<file path="config.mk">
export PLATFORM = sky130hd
export DESIGN_NAME = init_fpga
export DESIGN_NICKNAME = d
export VERILOG_FILES = /design/src/rtl/init_fpga.sv
export SDC_FILE = /design/constraint.sdc
export NUM_CORES = 1
export LEC_CHECK = 0
export ABC_AREA = 1
export CAP_MARGIN = 0
export CELL_PAD_IN_SITES_DETAIL_PLACEMENT = 1
export CELL_PAD_IN_SITES_GLOBAL_PLACEMENT = 2
export CORE_MARGIN = 2
export CORE_UTILIZATION = 28
export DETAILED_ROUTE_END_ITERATION = 16
export GPL_TIMING_DRIVEN = 1
export HOLD_SLACK_MARGIN = 0.08
export PLACE_DENSITY = 0.77
export SLEW_MARGIN = 10
export SYNTH_ARGS = -nofsm -noshare
export SYNTH_HDL_FRONTEND = slang
export SYNTH_SLANG_ARGS = --single-unit
</file>
<file path="constraint.sdc">
create_clock -name clk_200m -period 2.1 [get_ports clk_200m]
set_clock_uncertainty 0.05 [all_clocks]
set_input_delay 0.42 -clock clk_200m [delete_from_list [all_inputs] [get_ports clk_200m]]
set_output_delay 0.42 -clock clk_200m [all_outputs]
set_load 0.02 [all_outputs]
</file>
<file path="src/rtl/init_fpga.sv">
// Power-up sequencer: on a held start request, enables the downstream device,
// releases its reset after RST_MS and raises init_en after INIT_MS.
module init_fpga #(
  parameter int CLKS_PER_MS = 200000,
  parameter int RST_MS      = 200,
  parameter int INIT_MS     = 6200
) (
  input  logic        clk_200m,
  input  logic        locked,
  input  logic        gpio_3,
  input  logic        gpio_2,
  output logic        FPGA_nRESET,
  output logic        init_en,
  output logic        FPGA_EN,
  output logic [19:0] cnt_1ms,
  output logic [15:0] cnt_6200ms
);

  typedef enum logic [1:0] {IDLE, PWR_RST, WAIT_INIT, DONE} state_t;

  localparam logic [19:0] LAST_CLK = 20'(CLKS_PER_MS - 1);
  localparam logic [15:0] RST_CNT  = 16'(RST_MS);
  localparam logic [15:0] INIT_CNT = 16'(INIT_MS);

  state_t      state, state_nxt;
  logic        en_nxt, nrst_nxt, init_nxt;
  logic [19:0] c1_nxt;
  logic [15:0] c6_nxt;
  logic        start;
  logic        ms_tick;
  logic [15:0] c6_inc;

  assign start   = gpio_3 & gpio_2;
  assign ms_tick = (cnt_1ms == LAST_CLK);
  assign c6_inc  = cnt_6200ms + 16'd1;

  // Any drop of either start input falls through to the all-zero IDLE defaults.
  always_comb begin
    state_nxt = IDLE;
    en_nxt    = 1'b0;
    nrst_nxt  = 1'b0;
    init_nxt  = 1'b0;
    c1_nxt    = 20'd0;
    c6_nxt    = 16'd0;
    if (start) begin
      case (state)
        IDLE: begin
          state_nxt = PWR_RST;
          en_nxt    = 1'b1;
        end
        PWR_RST, WAIT_INIT: begin
          state_nxt = state;
          en_nxt    = 1'b1;
          nrst_nxt  = (state == WAIT_INIT);
          c1_nxt    = ms_tick ? 20'd0 : cnt_1ms + 20'd1;
          c6_nxt    = ms_tick ? c6_inc : cnt_6200ms;
          if (state == PWR_RST && ms_tick && c6_inc == RST_CNT) begin
            state_nxt = WAIT_INIT;
            nrst_nxt  = 1'b1;
          end
          if (state == WAIT_INIT && ms_tick && c6_inc == INIT_CNT) begin
            state_nxt = DONE;
            init_nxt  = 1'b1;
          end
        end
        DONE: begin
          state_nxt = DONE;
          en_nxt    = 1'b1;
          nrst_nxt  = 1'b1;
          init_nxt  = 1'b1;
          c6_nxt    = INIT_CNT;
        end
        default: state_nxt = IDLE;
      endcase
    end
  end

  always_ff @(posedge clk_200m) begin
    if (!locked) begin
      state       <= IDLE;
      FPGA_EN     <= 1'b0;
      FPGA_nRESET <= 1'b0;
      init_en     <= 1'b0;
      cnt_1ms     <= 20'd0;
      cnt_6200ms  <= 16'd0;
    end else begin
      state       <= state_nxt;
      FPGA_EN     <= en_nxt;
      FPGA_nRESET <= nrst_nxt;
      init_en     <= init_nxt;
      cnt_1ms     <= c1_nxt;
      cnt_6200ms  <= c6_nxt;
    end
  end

endmodule

</file>
# ---- After elaboration in Yosys (flattened, before gate mapping)
# Index checks and enable logic that the tools add are counted.
dict set report totals {
  register_bits 41
  elab_cells 39
  out_inout_bits 39
}
dict set report op_classes {
  n_reduce_logical 9
  n_eq_ne 8
  n_bitwise 4
  n_addsub 2
  muxes 10
}
# op n
set op_table {}
lappend op_table {{$pmux W16 S2} 1}
lappend op_table {{$add A20 B1 Y20 const B} 1}
lappend op_table {{$eq A20 B18 Y1 const B} 1}
lappend op_table {{$add A16 B1 Y16 const B} 1}
lappend op_table {{$eq A16 B13 Y1 const B} 1}
lappend op_table {{$eq A16 B8 Y1 const B} 1}
lappend op_table {{$mux W16} 1}
lappend op_table {{$reduce_or A4 Y1} 2}
lappend op_table {{$pmux W2 S3} 1}
lappend op_table {{$eq A2 B2 Y1 const B} 2}
lappend op_table {{$logic_and A1 B1 Y1} 4}
lappend op_table {{$mux W2} 2}
lappend op_table {{$pmux W1 S2} 2}
lappend op_table {{$mux W1} 3}
lappend op_table {{$ne A3 B3 Y1 const B} 1}
lappend op_table {{$not A1 Y1} 3}
lappend op_table {{$eq A2 B1 Y1 const B} 1}
lappend op_table {{$logic_not A2 Y1} 1}
lappend op_table {{$ne A2 B2 Y1 const B} 1}
lappend op_table {{$reduce_and A2 Y1} 1}
lappend op_table {{$reduce_or A2 Y1} 1}
lappend op_table {{$and A1 B1 Y1} 1}

# ---- Longest topological paths before layout
# Gate-level depths: netlist of run 1.
dict set report depth {
  ltp_word 6
  ltp_mapped 14
  depth_no_buf 14
}

# ---- Worst setup path after synthesis of run 1
# OpenSTA, ideal clock, no wires.
dict set report synth_timing {
  kind {register to register}
  start {reg cnt_6200ms[0]}
  end {reg state[0]}
  path_stages_with_launch 13
  arrival_ns 1.775
  period_less_slack_ns 1.936
  setup_slack_ns 0.164
  path_buffers 0
  setup_ns 0.111
  cell_sequence {dfxtp_1 -> ha_1 -> nand3_2 -> nor2_2 -> nand4_1 -> nand2_1 -> nand2_1 -> nor2_4 -> nand3_2 -> nand3_1 -> nand2_1 -> nor2_1 -> nor2_1}
}
dict set report synth_via {
  elab_chain_cells 5
  word_cells_on_any_way 8
  classes_between {add/sub (1); eq/ne (3); mux (2); reduce/logical (2)}
}
# item line_no
set synth_lines {}
lappend synth_lines {{start, declared} 16} ;# output logic [15:0] cnt_6200ms
lappend synth_lines {{start signal, assigned} 92} ;# cnt_6200ms <= c6_nxt;
lappend synth_lines {{$add A16 B1 Y16 (*)} 35} ;# assign c6_inc = cnt_6200ms + 16'd1;
lappend synth_lines {{$eq A16 B13 Y1} 61} ;# if (state == WAIT_INIT && ms_tick && c6_inc == INIT_CNT) begin
lappend synth_lines {{$logic_and A1 B1 Y1} 61}
lappend synth_lines {{$mux W2} 61}
lappend synth_lines {{$pmux W2 S3} 46} ;# case (state)
lappend synth_lines {{end signal, assigned} 87} ;# state <= state_nxt;
lappend synth_lines {{end, declared} 25} ;# state_t state, state_nxt;
# Every way passes the cells marked *; elsewhere a longest branch is shown, timed or not.
# A chain may end at the register's enable or synchronous reset.

# ---- Worst setup path in the final report of run 1
# Ends and elaborated chain as after synthesis.

==> run metrics, run 1 <==
Initial Util=28.5%; Pwr Density=477 nW/um^2; CP peak stage delay=390 ps; startpoint types=register; gr ovfl total=0; vias per cell=4.80; Routed Wire Length=7300 microns; final hold vios=0; Post-synth top flop=dfxtp_1; core area=8130 sq um; max_slew headroom=77.7%; CTS clock-pin slew for the worst setup and hold paths=90 ps; DRC viols=0; outcome=finished clean; Die Wd=95.1 microns; Fmax achieved=0.520 GHz; Fillers=1,033; register area=837 sq um; multi-input logic area=1340 sq um; Area Overhead vs Synth=35.7%; number of global-route vias before repair=2,504; CP Max Fanout=7; Tcrit/Tclk final=91.5%; met1 usage=21.7%; Synth area leader=dfxtp_1; num ports=43; # nets final=413; final slew viol count=0; top cell type's share of synthesized area=35.3%; Async SR Flop Fraction=0%; synth cell count leaders=84 x nand2_1, 45 x nor2_1, 44 x inv_1, 41 x dfxtp_1, 29 x nand3_1; Placed Area=2950 sq um; setup TNS=0 ps; initial antenna violation count=0; largest cells by area after synthesis=dfxtp_1 35%, nand2_1 14%, nor2_1 7.3%, inv_1 7.1%, nand3_1 6.3%; Buf/Inv on CP=0; slowest CP cell=dfxtp_4; CTS root buf=clkbuf_8; Synth Warn #=0; Largest delay share family, worst path=simple AND/OR/NAND/NOR gates; cells after synthesis=345; layout cells sized above 1=15.9%; row cnt=33; GR Util met3=2.29%; largest net degree at the start of global routing=22; RSZ-0062 raised after global routing=false; met2 usage=30.8%; Mapped Nets=356; Routed Antenna Nets=0; CP Capture Type=register; fin crit period=1920 ps; CTS tree=yes; CTS Hold Bufs=0; H-tree depth=2; gr busiest metal=met2; most common cell in the netlist=nand2_1; peak supply drop=0.231 mV; Worst-Skew Late Latency=300 ps; Pleak=1.13 nW; CTS sink count=41; worst hold path depth=1; worst-margin pin slew=333 ps; port buffer count=42; crit path kind=reg2reg; R2R depth=12; Max Cap Viol=0; total CTS buffers=5; crit-path cells=ha_2, nand3_4, nor2_4, nand4_1, nand2_1, nand2_1, nor2_4, nand3_2, nand3_1, nand2_1, nor2_1, nor2_1; worst min path class=reg2reg; total number of vias=2,437; post-synthesis sequential area ratio=35.3%; CP dominant cell by count=nand2_1; Post-synth EDFFs=0; cell count along the critical path=12; Design Area, Final=3150 sq um; Crit path required time=2240 ps; gp weighted congestion=0.816; # diodes=0; DRT iter0 DRCs=93; CP arrival=2060 ps; Avg Cell Area, Syn=6.73 sq um; global-route wire length before repair=12,000 microns; wire length per cell=14.4 microns; Total Routing Usage GR=17.0%; Die Height=95.1 microns; synth unique cells=30; endpoints failing setup=0; Clock Tree Buf Depth=2; HPWL after detailed placement=5540 microns; Synth Register Bits=41; first drt pass iteration count=4; Synth Cell Area=2320 sq um; die area=9040 sq um
==> cell usage in the layout, fill, tap and decap left out, types with 4 or more instances in the layout <==
cell type and instances:
o32ai_1 6, clkdlybuf4s50_1 42, nand2_2 4, nor2_1 40, nand2_1 84, ha_1 5, o21ai_0 15, nand3_2 4
buf_4 12, nor2_2 6, nand3_1 28, clkbuf_8 6, nor3_1 9, a21oi_1 11, dfxtp_1 32, inv_1 44
dfxtp_2 7, nor2_4 4, xor2_1 4, nand4_1 9, inv_2 6
==> registers in the layout, summed over array words and instances, names as in the netlist <==
name and flops:
cnt_1ms 20, state 2, FPGA_nRESET 1, init_en 1, cnt_6200ms 16, FPGA_EN 1
==> logic make-up after synthesis <==
group                      count (synthesis)  share of synthesized area [%]
DFF                                       41                           35.3
AOI/OAI and AO/OA                         39                           10.1
adders and majority gates                  7                           3.77
and+or+nand+nor                          196                           39.2
xor gates and xnor gates                   6                           2.26
buffers and inverters                     56                           9.32
==> through the flow <==
stage	instances	power [mW]	util [%]	hold WS (ps)	worst slack, ps
6_report	508	1.50	38.7	389	179
5_1_grt	508	1.56	38.7	414	0.264
4_1_cts	506	1.53	37.7	432	49.8
3_5_place_dp	498	0.840	36.2	404	17.3
3_3_place_gp	498	0.840	36.2	393	68.3
2_1_floorplan	345	0.818	-	455	164
==> report_power, final <==
part | total, mW | internal (mW) | switching (mW)
clock | 0.685 | 0.388 | 0.296
sequential | 0.777 | 0.776 | 0.00137
combinational | 0.0414 | 0.0176 | 0.0238
==> area by class of cell <==
type                    count  area share (%)
multi-input cells         248            42.6
flip-flops and latches     41            26.6
repair buffers             55            16.8
inverters                  51            6.12
well taps                 105            4.17
clock buffers               7            2.74
clock inverters             1           0.953
==> final timing paths <==
kind | end | slack [ps] | startpoint
setup / recovery | state[0] | 180 | cnt_6200ms[0]
hold / removal | cnt_1ms[0] | 390 | cnt_1ms[0]
hold reg to reg | cnt_1ms[0] | 390 | cnt_1ms[0]
setup reg to reg | state[0] | 180 | cnt_6200ms[0]
==> per-layer routing <==
layer / wire length [microns] / share of wire [%]
met1: 3440 / 47
met2: 3590 / 49
met3: 203 / 2.8
met4: 57 / 0.78
met5: 0 / 0
==> repair_timing <==
item                                    CTS  global route
endpoints found under the setup margin    1            29
gates resized for setup                   1            23
hold endpoints to repair                  0             0
buffers inserted                          0             2
pin swaps                                 0             2
Note: power is estimated with default switching activity, not from simulation.
==> inputs of run 2 (changes only) <==
--- a/config.mk
+++ b/config.mk
@@ -9,11 +9,13 @@
 export CAP_MARGIN = 0
 export CELL_PAD_IN_SITES_DETAIL_PLACEMENT = 1
 export CELL_PAD_IN_SITES_GLOBAL_PLACEMENT = 2
+export CORE_ASPECT_RATIO = 0.7
 export CORE_MARGIN = 2
 export CORE_UTILIZATION = 28
+export CTS_BUF_LIST = sky130_fd_sc_hd__clkbuf_4 sky130_fd_sc_hd__clkbuf_8 sky130_fd_sc_hd__clkbuf_16
 export DETAILED_ROUTE_END_ITERATION = 16
 export GPL_TIMING_DRIVEN = 1
-export HOLD_SLACK_MARGIN = 0.08
+export HOLD_SLACK_MARGIN = 0.15
 export PLACE_DENSITY = 0.77
 export SLEW_MARGIN = 10
 export SYNTH_ARGS = -nofsm -noshare
==> run 2 against run 1 <==
First-iteration DRC count shrank 19%. Hold slack improved by 51 ps. Fmax is 5.1% lower. Clock-buffer cell count is the same. Critical path depth is 3 lower. Clock power rose by 19%.
==> run metrics, run 2 (synthesis results as in run 1) <==
sw frac=20.7% (-0.68 points); final slew viol count=0 (unchanged); Initial Util=29.3% (+0.70 points); RSZ-0062 raised after global routing=true; DRT iter0 DRCs=75 (-19%); R2R depth=9 (-3); max_slew headroom=73.2% (-4.5 points); row cnt=27 (-18%); Design Area, Final=3210 sq um (+1.8%); HPWL after detailed placement=6130 microns (+11%); Routed Wire Length=7990 microns (+9.6%); initial antenna violation count=0 (unchanged); CP Max Fanout=4 (-3); startpoint types=register; worst hold path startpoint=cnt_6200ms[0]; Worst-Skew Late Latency=280 ps (-20 ps); worst reg-to-reg setup slack=70 ps (-100 ps); Max Cap Viol=0 (unchanged); Gate power share=2.6% (-0.2 points); Clock Tree Buf Depth=2 (unchanged); wire length per cell=15.7 microns (+9.1%); endpoints failing setup=0 (unchanged); CP arrival=2190 ps (+130 ps); fin crit period=2030 ps (+104 ps); hold worst-path end=cnt_6200ms[0]; core area=7940 sq um (-2.4%); dpl cells=496 (-0.40%); layout cells sized above 1=15.6% (-0.23 points); crit path kind=reg2reg; most frequent cells in the layout=84 x nand2_1, 44 x inv_1, 42 x clkdlybuf4s50_1; gp weighted congestion=0.808 (-0.96%); # diodes=0 (unchanged); outcome=finished clean; gr ovfl total=0 (unchanged); Sequential Power Share=47.6% (-4.1 points); Total Routing Usage GR=18.3% (+1.3 points); worst r2r src=cnt_1ms[0]; Pwr Density=511 nW/um^2 (+7.0%); post-route insts no fill=510 (+0.39%); CTS sink count=41 (unchanged); Fillers=1,007 (-2.5%); CTS root buf=clkbuf_16; Pleak=1.18 nW (+4.5%); Area Overhead vs Synth=38.1%; CTS Hold Bufs=0 (unchanged); total power draw=1.64 mW (+8.9%); peak supply drop=0.462 mV (+100%); P_sw=339 uW (+5.4%); DRC viols=0 (unchanged); H-tree depth=2 (unchanged); num ports=43 (unchanged); max reg flops=20 (unchanged); largest net degree at the start of global routing=26 (+18%); CTS clock-pin slew for the worst setup and hold paths=60 ps (-30 ps); Hold Slack=440 ps (+50.7 ps); Die Wd=113 microns (+19%); Fmax achieved=0.494 GHz (-5.1%); Placed Area=2960 sq um (+0.34%); Reg-to-Reg End=cnt_1ms[13]; vias per cell=4.88 (+1.7%); commonest non-fill, non-tap cell in the layout=nand2_1; Biggest register=cnt_1ms; worst-margin pin slew=400 ps (+66.5 ps); Routed Antenna Nets=0 (unchanged); clock power share=49.8% (+4.3 points); biggest regs=cnt_1ms x20, cnt_6200ms x16, state x2; CTS tree=yes; final hold vios=0 (unchanged); die area=9050 sq um (+0.13%); total CTS buffers=5 (unchanged); worst hold path depth=1 (unchanged); Die Height=80.2 microns (-16%); global-route wire length before repair=12,900 microns (+7.8%); worst min path class=reg2reg; Tcrit/Tclk final=96.4% (+4.9 points); internal power=1.30 mW (+9.9%); Crit path required time=2270 ps (+30 ps); first drt pass iteration count=4 (unchanged); # nets final=419 (+1.5%); number of global-route vias before repair=2,458 (-1.8%); CP Capture Type=register; port buffer count=42 (unchanged); total number of vias=2,487 (+2.1%)
==> run 2: cell count changes in the layout (fill, tap and decap cells not counted), sizes merged <==
cell,previous run,this run
buf,13,19
clkinv,1,2
bufinv,1,0
==> run 2: power by group through the flow <==
stage / clock (mW) / sequential [mW] / combinational (mW)
after floorplan: 0 / 0.799 / 0.0184
after CTS: 0.835 / 0.781 / 0.0417
after global placement: 0 / 0.798 / 0.0414
after global routing: 0.885 / 0.779 / 0.0457
final: 0.816 / 0.780 / 0.0418
after detailed placement: 0 / 0.798 / 0.0415
==> run 2: metal layers <==
metal	wire [microns]	up-vias	part of all wire [%]	GRT usage, %
met2	3120	34	39	25.5
li1	-	1243	-	-
met4	60	0	0.75	4.51
met3	288	5	3.6	3.62
met5	0	-	0	0
met1	4520	1205	57	28.2
==> run 2: how the worst max path moves through the flow <==
stage / end / from / cells after the start
2_1_floorplan: state[0] / cnt_6200ms[0] / 12
3_3_place_gp: cnt_1ms[13] / cnt_1ms[0] / 9
3_5_place_dp: cnt_1ms[13] / cnt_1ms[0] / 9
4_1_cts: cnt_1ms[13] / cnt_1ms[0] / 9
5_1_grt: cnt_1ms[13] / cnt_1ms[0] / 9
6_report: cnt_1ms[13] / cnt_1ms[0] / 9
==> run 2: worst max-delay path, cell delays in order, from the launching register on <==
cell     delay (ps)
dfxtp_1         350
buf_4           130
nand3_1         190
nor2_2          160
nand2_1         110
nor2_1          170
nand3_2         150
nor4_4          390
o21ai_0         120
a31oi_1         140
==> run 2: what timing repair did <==
| item | 4_1_cts | 5_1_grt |
|---|---|---|
| setup endpoints to repair | 3 | 9 |
| pin swaps | 0 | 2 |
| gates resized for setup | 3 | 11 |
| setup buffers | 0 | 6 |
==> run 2: area by class of cell <==
class / count / area [sq um] / area share (%)
Multi-Input combinational cell: 248 / 1330 / 41.4
Sequential cell: 41 / 827 / 25.8
Timing Repair Buffer: 61 / 576 / 17.9
Inverter: 51 / 193 / 6.01
Clock buffer: 7 / 153 / 4.76
Tap cell: 101 / 126 / 3.94
Clock inverter: 1 / 5.00 / 0.156
==> run 2: metrics by stage <==
stage,worst slack [ps],utilization (%),TNS [ps]
6_report,74.8,40.4,0
5_1_grt,-92.3,40.4,-909
4_1_cts,11.6,39.4,0
3_5_place_dp,-58.9,37.2,-70.4
3_3_place_gp,-76.6,37.2,-76.6
2_1_floorplan,164,-,0
==> RTL change: new RTL, config.mk and constraints of run 1 <==
`CLKS_PER_MS`: 200000 -> 150000.
--- a/src/rtl/init_fpga.sv
+++ b/src/rtl/init_fpga.sv
@@ -1,7 +1,7 @@
 // Power-up sequencer: on a held start request, enables the downstream device,
 // releases its reset after RST_MS and raises init_en after INIT_MS.
 module init_fpga #(
-  parameter int CLKS_PER_MS = 200000,
+  parameter int CLKS_PER_MS = 150000,
   parameter int RST_MS      = 200,
   parameter int INIT_MS     = 6200
 ) (
Formal check against the unedited RTL: same outputs for any inputs over 10 cycles, from zero or initial values; that may be too few to reach the edited logic, so the function may still have changed.
==> RTL change against run 1 <==
Routed wire length rose by 5.5%. Maximum frequency grew 0.21%. Sequential cell count did not move. Utilization grew 1.4 points. Final cell count rose by 5.9%. Synthesized area is 3.3% higher. Sequential power about the same. Worst hold slack better by 0.068 ns. Critical path depth is 3 higher. Total power fell by 6.9%. Cell area up 5.2%. Setup slack improved by 0.0041 ns. Largest power group unchanged.
==> RTL change: results (changes against run 1) <==
port bufs - 42 (unchanged)
startpoint types - flop
largest net degree at the start of global routing - 19 (-14%)
Wirelength per Cell - 14.3 µm (-0.37%)
crit-path max cell delay - 0.35 ns (-0.04 ns)
Top Registers - cnt_1ms x20, cnt_6200ms x16, state x2
initial antenna violation count - 0 (unchanged)
HP Class - flop to flop
share of post-route cells with drive strength above 1 - 19.6% (+3.7 points)
worst vdd ir - 0.000236 V (+2.5%)
Nets - 443 (+7.3%)
vias in the first global route - 2607 (+4.1%)
Sw Share - 25.8% (+4.4 points)
GR Util All Layers - 17.6% (+0.60 points)
Detailed Routing Iterations Pass 1 - 4 (unchanged)
1st-iter DRT viols - 69 (-26%)
Seq/Total Area, Yosys - 34.2% (-1.1 points)
via count - 2591 (+6.3%)
Ant. Diodes - 0 (unchanged)
Synth warnings - 0 (unchanged)
root buf cell - clkbuf_8
run status - completed
Pleak - 1.28 nW (+13%)
async set-reset flop share out of synthesis - 0% (unchanged)
antenna viol nets, final - 0 (unchanged)
first-pass GRT wire length - 12600 µm (+5.3%)
Worst-Skew Late Latency - 0.31 ns
Crit Path Max Fanout - 5 (-2)
dpl hpwl - 6050 µm (+9.3%)
syn nets - 373 (+4.8%)
fillers - 1076 (+4.2%)
family with the most delay on the worst path - simple AND/OR/NAND/NOR gates
slew of the pin with the lowest slew margin - 0.342 ns (+0.00887 ns)
RD Place Congestion - 0.807 (-1.1%)
FF-to-FF Start - cnt_1ms[1]$_SDFF_PP0_
top post-synthesis cells by area - dfxtp_1 (34%), nand2_1 (14%), nor2_1 (7.5%), inv_1 (7.0%), nand3_1 (5.6%)
CP max stage cell - dfxtp_2
core box area - 0.00826 mm² (+1.5%)
CTS Buf Count - 5 (unchanged)
CTS H-tree depth - 2 (unchanged)
WP data arrival - 2.07 ns
Max Root-Sink Buffers - 2 (unchanged)
hold wc startpoint - cnt_1ms[0]$_SDFF_PP0_
clock slew at reported path FFs - 0.09 ns (about the same)
list of most frequent post-synthesis cells - nand2_1 (91), nor2_1 (48), inv_1 (45)
Post-Place Worst Slack - 0.0895 ns (+0.0722 ns)
Distinct cells, synth - 31 (+3.3%)
top_reg_cell synth - dfxtp_1
[RTL change: per-layer routing]
metal  global-route usage, %  vias up  share of wire (%)  wire length (µm)
met5                       0        -                  0                 0
met4                    3.99        0                1.0                80
li1                        -     1306                  -                 -
met2                    28.6       32                 46              3530
met1                    24.7     1243                 51              3890
met3                    2.40       10                2.6               199
[RTL change: cell type report]
| cell class | count | area share (%) |
|---|---|---|
| Multi-Input combinational cell | 265 | 43.0 |
| Sequential cell | 41 | 25.2 |
| Timing Repair Buffer | 67 | 19.1 |
| Inverter | 52 | 5.89 |
| Tap cell | 105 | 3.96 |
| Clock buffer | 5 | 2.08 |
| Clock inverter | 3 | 0.755 |
[RTL change: timing repair]
action / in CTS / in global routing
hold endpoints to repair: 0 / 0
gates resized for setup: 0 / 35
buffers inserted: 0 / 1
endpoints found under the setup margin: 0 / 16
[RTL change: final timing paths]
path	to	slack (ns)	cells past startpoint
setup reg to reg	state[0]$_SDFFE_PN0P_	0.18	15
setup / recovery	state[0]$_SDFFE_PN0P_	0.18	15
hold / removal	cnt_1ms[0]$_SDFF_PP0_	0.46	2
hold reg to reg	cnt_1ms[0]$_SDFF_PP0_	0.46	2
[RTL change: cells by family (layout without fill, tap and decap cells)]
family          Yosys count  count (layout)  synth area share, %
buf+inv                  56             127                 9.23
compound gates           44              44                 11.0
flops                    41              41                 34.2
fa+ha+maj                 7               7                 3.65
simple gates            209             209                 40.1
xor+xnor                  5               5                 1.83
[RTL change: per-stage QoR]
step / instance area (µm²) / std cells / total power [mW]
floorplan: 2400 / 362 / 0.818
global placement: 3120 / 529 / 0.839
detailed placement: 3120 / 529 / 0.839
CTS: 3210 / 537 / 1.43
global route: 3310 / 538 / 1.46
finish: 3310 / 538 / 1.40
[RTL change: worst reg2reg max path: stages, from the launching register on]
cell     delay, ns
dfxtp_2       0.35
ha_2          0.17
nand2_1       0.06
inv_2         0.07
nand2_4       0.07
nor2_4        0.11
inv_2         0.06
nor2_4        0.11
buf_6         0.11
nand3_1       0.06
nor2_1        0.15
nand3_2       0.14
nand3_2       0.08
nand2_1       0.06
nor2_1        0.11
nor2_1        0.05
[RTL change: power by group through the flow]
stage / clock [mW] / combinational (mW) / sequential, mW
after global routing: 0.631 / 0.0459 / 0.779
after global placement: 0 / 0.0404 / 0.798
after floorplan: 0 / 0.0181 / 0.799
final: 0.580 / 0.0408 / 0.779
after CTS: 0.608 / 0.0408 / 0.780
after detailed placement: 0 / 0.0405 / 0.798
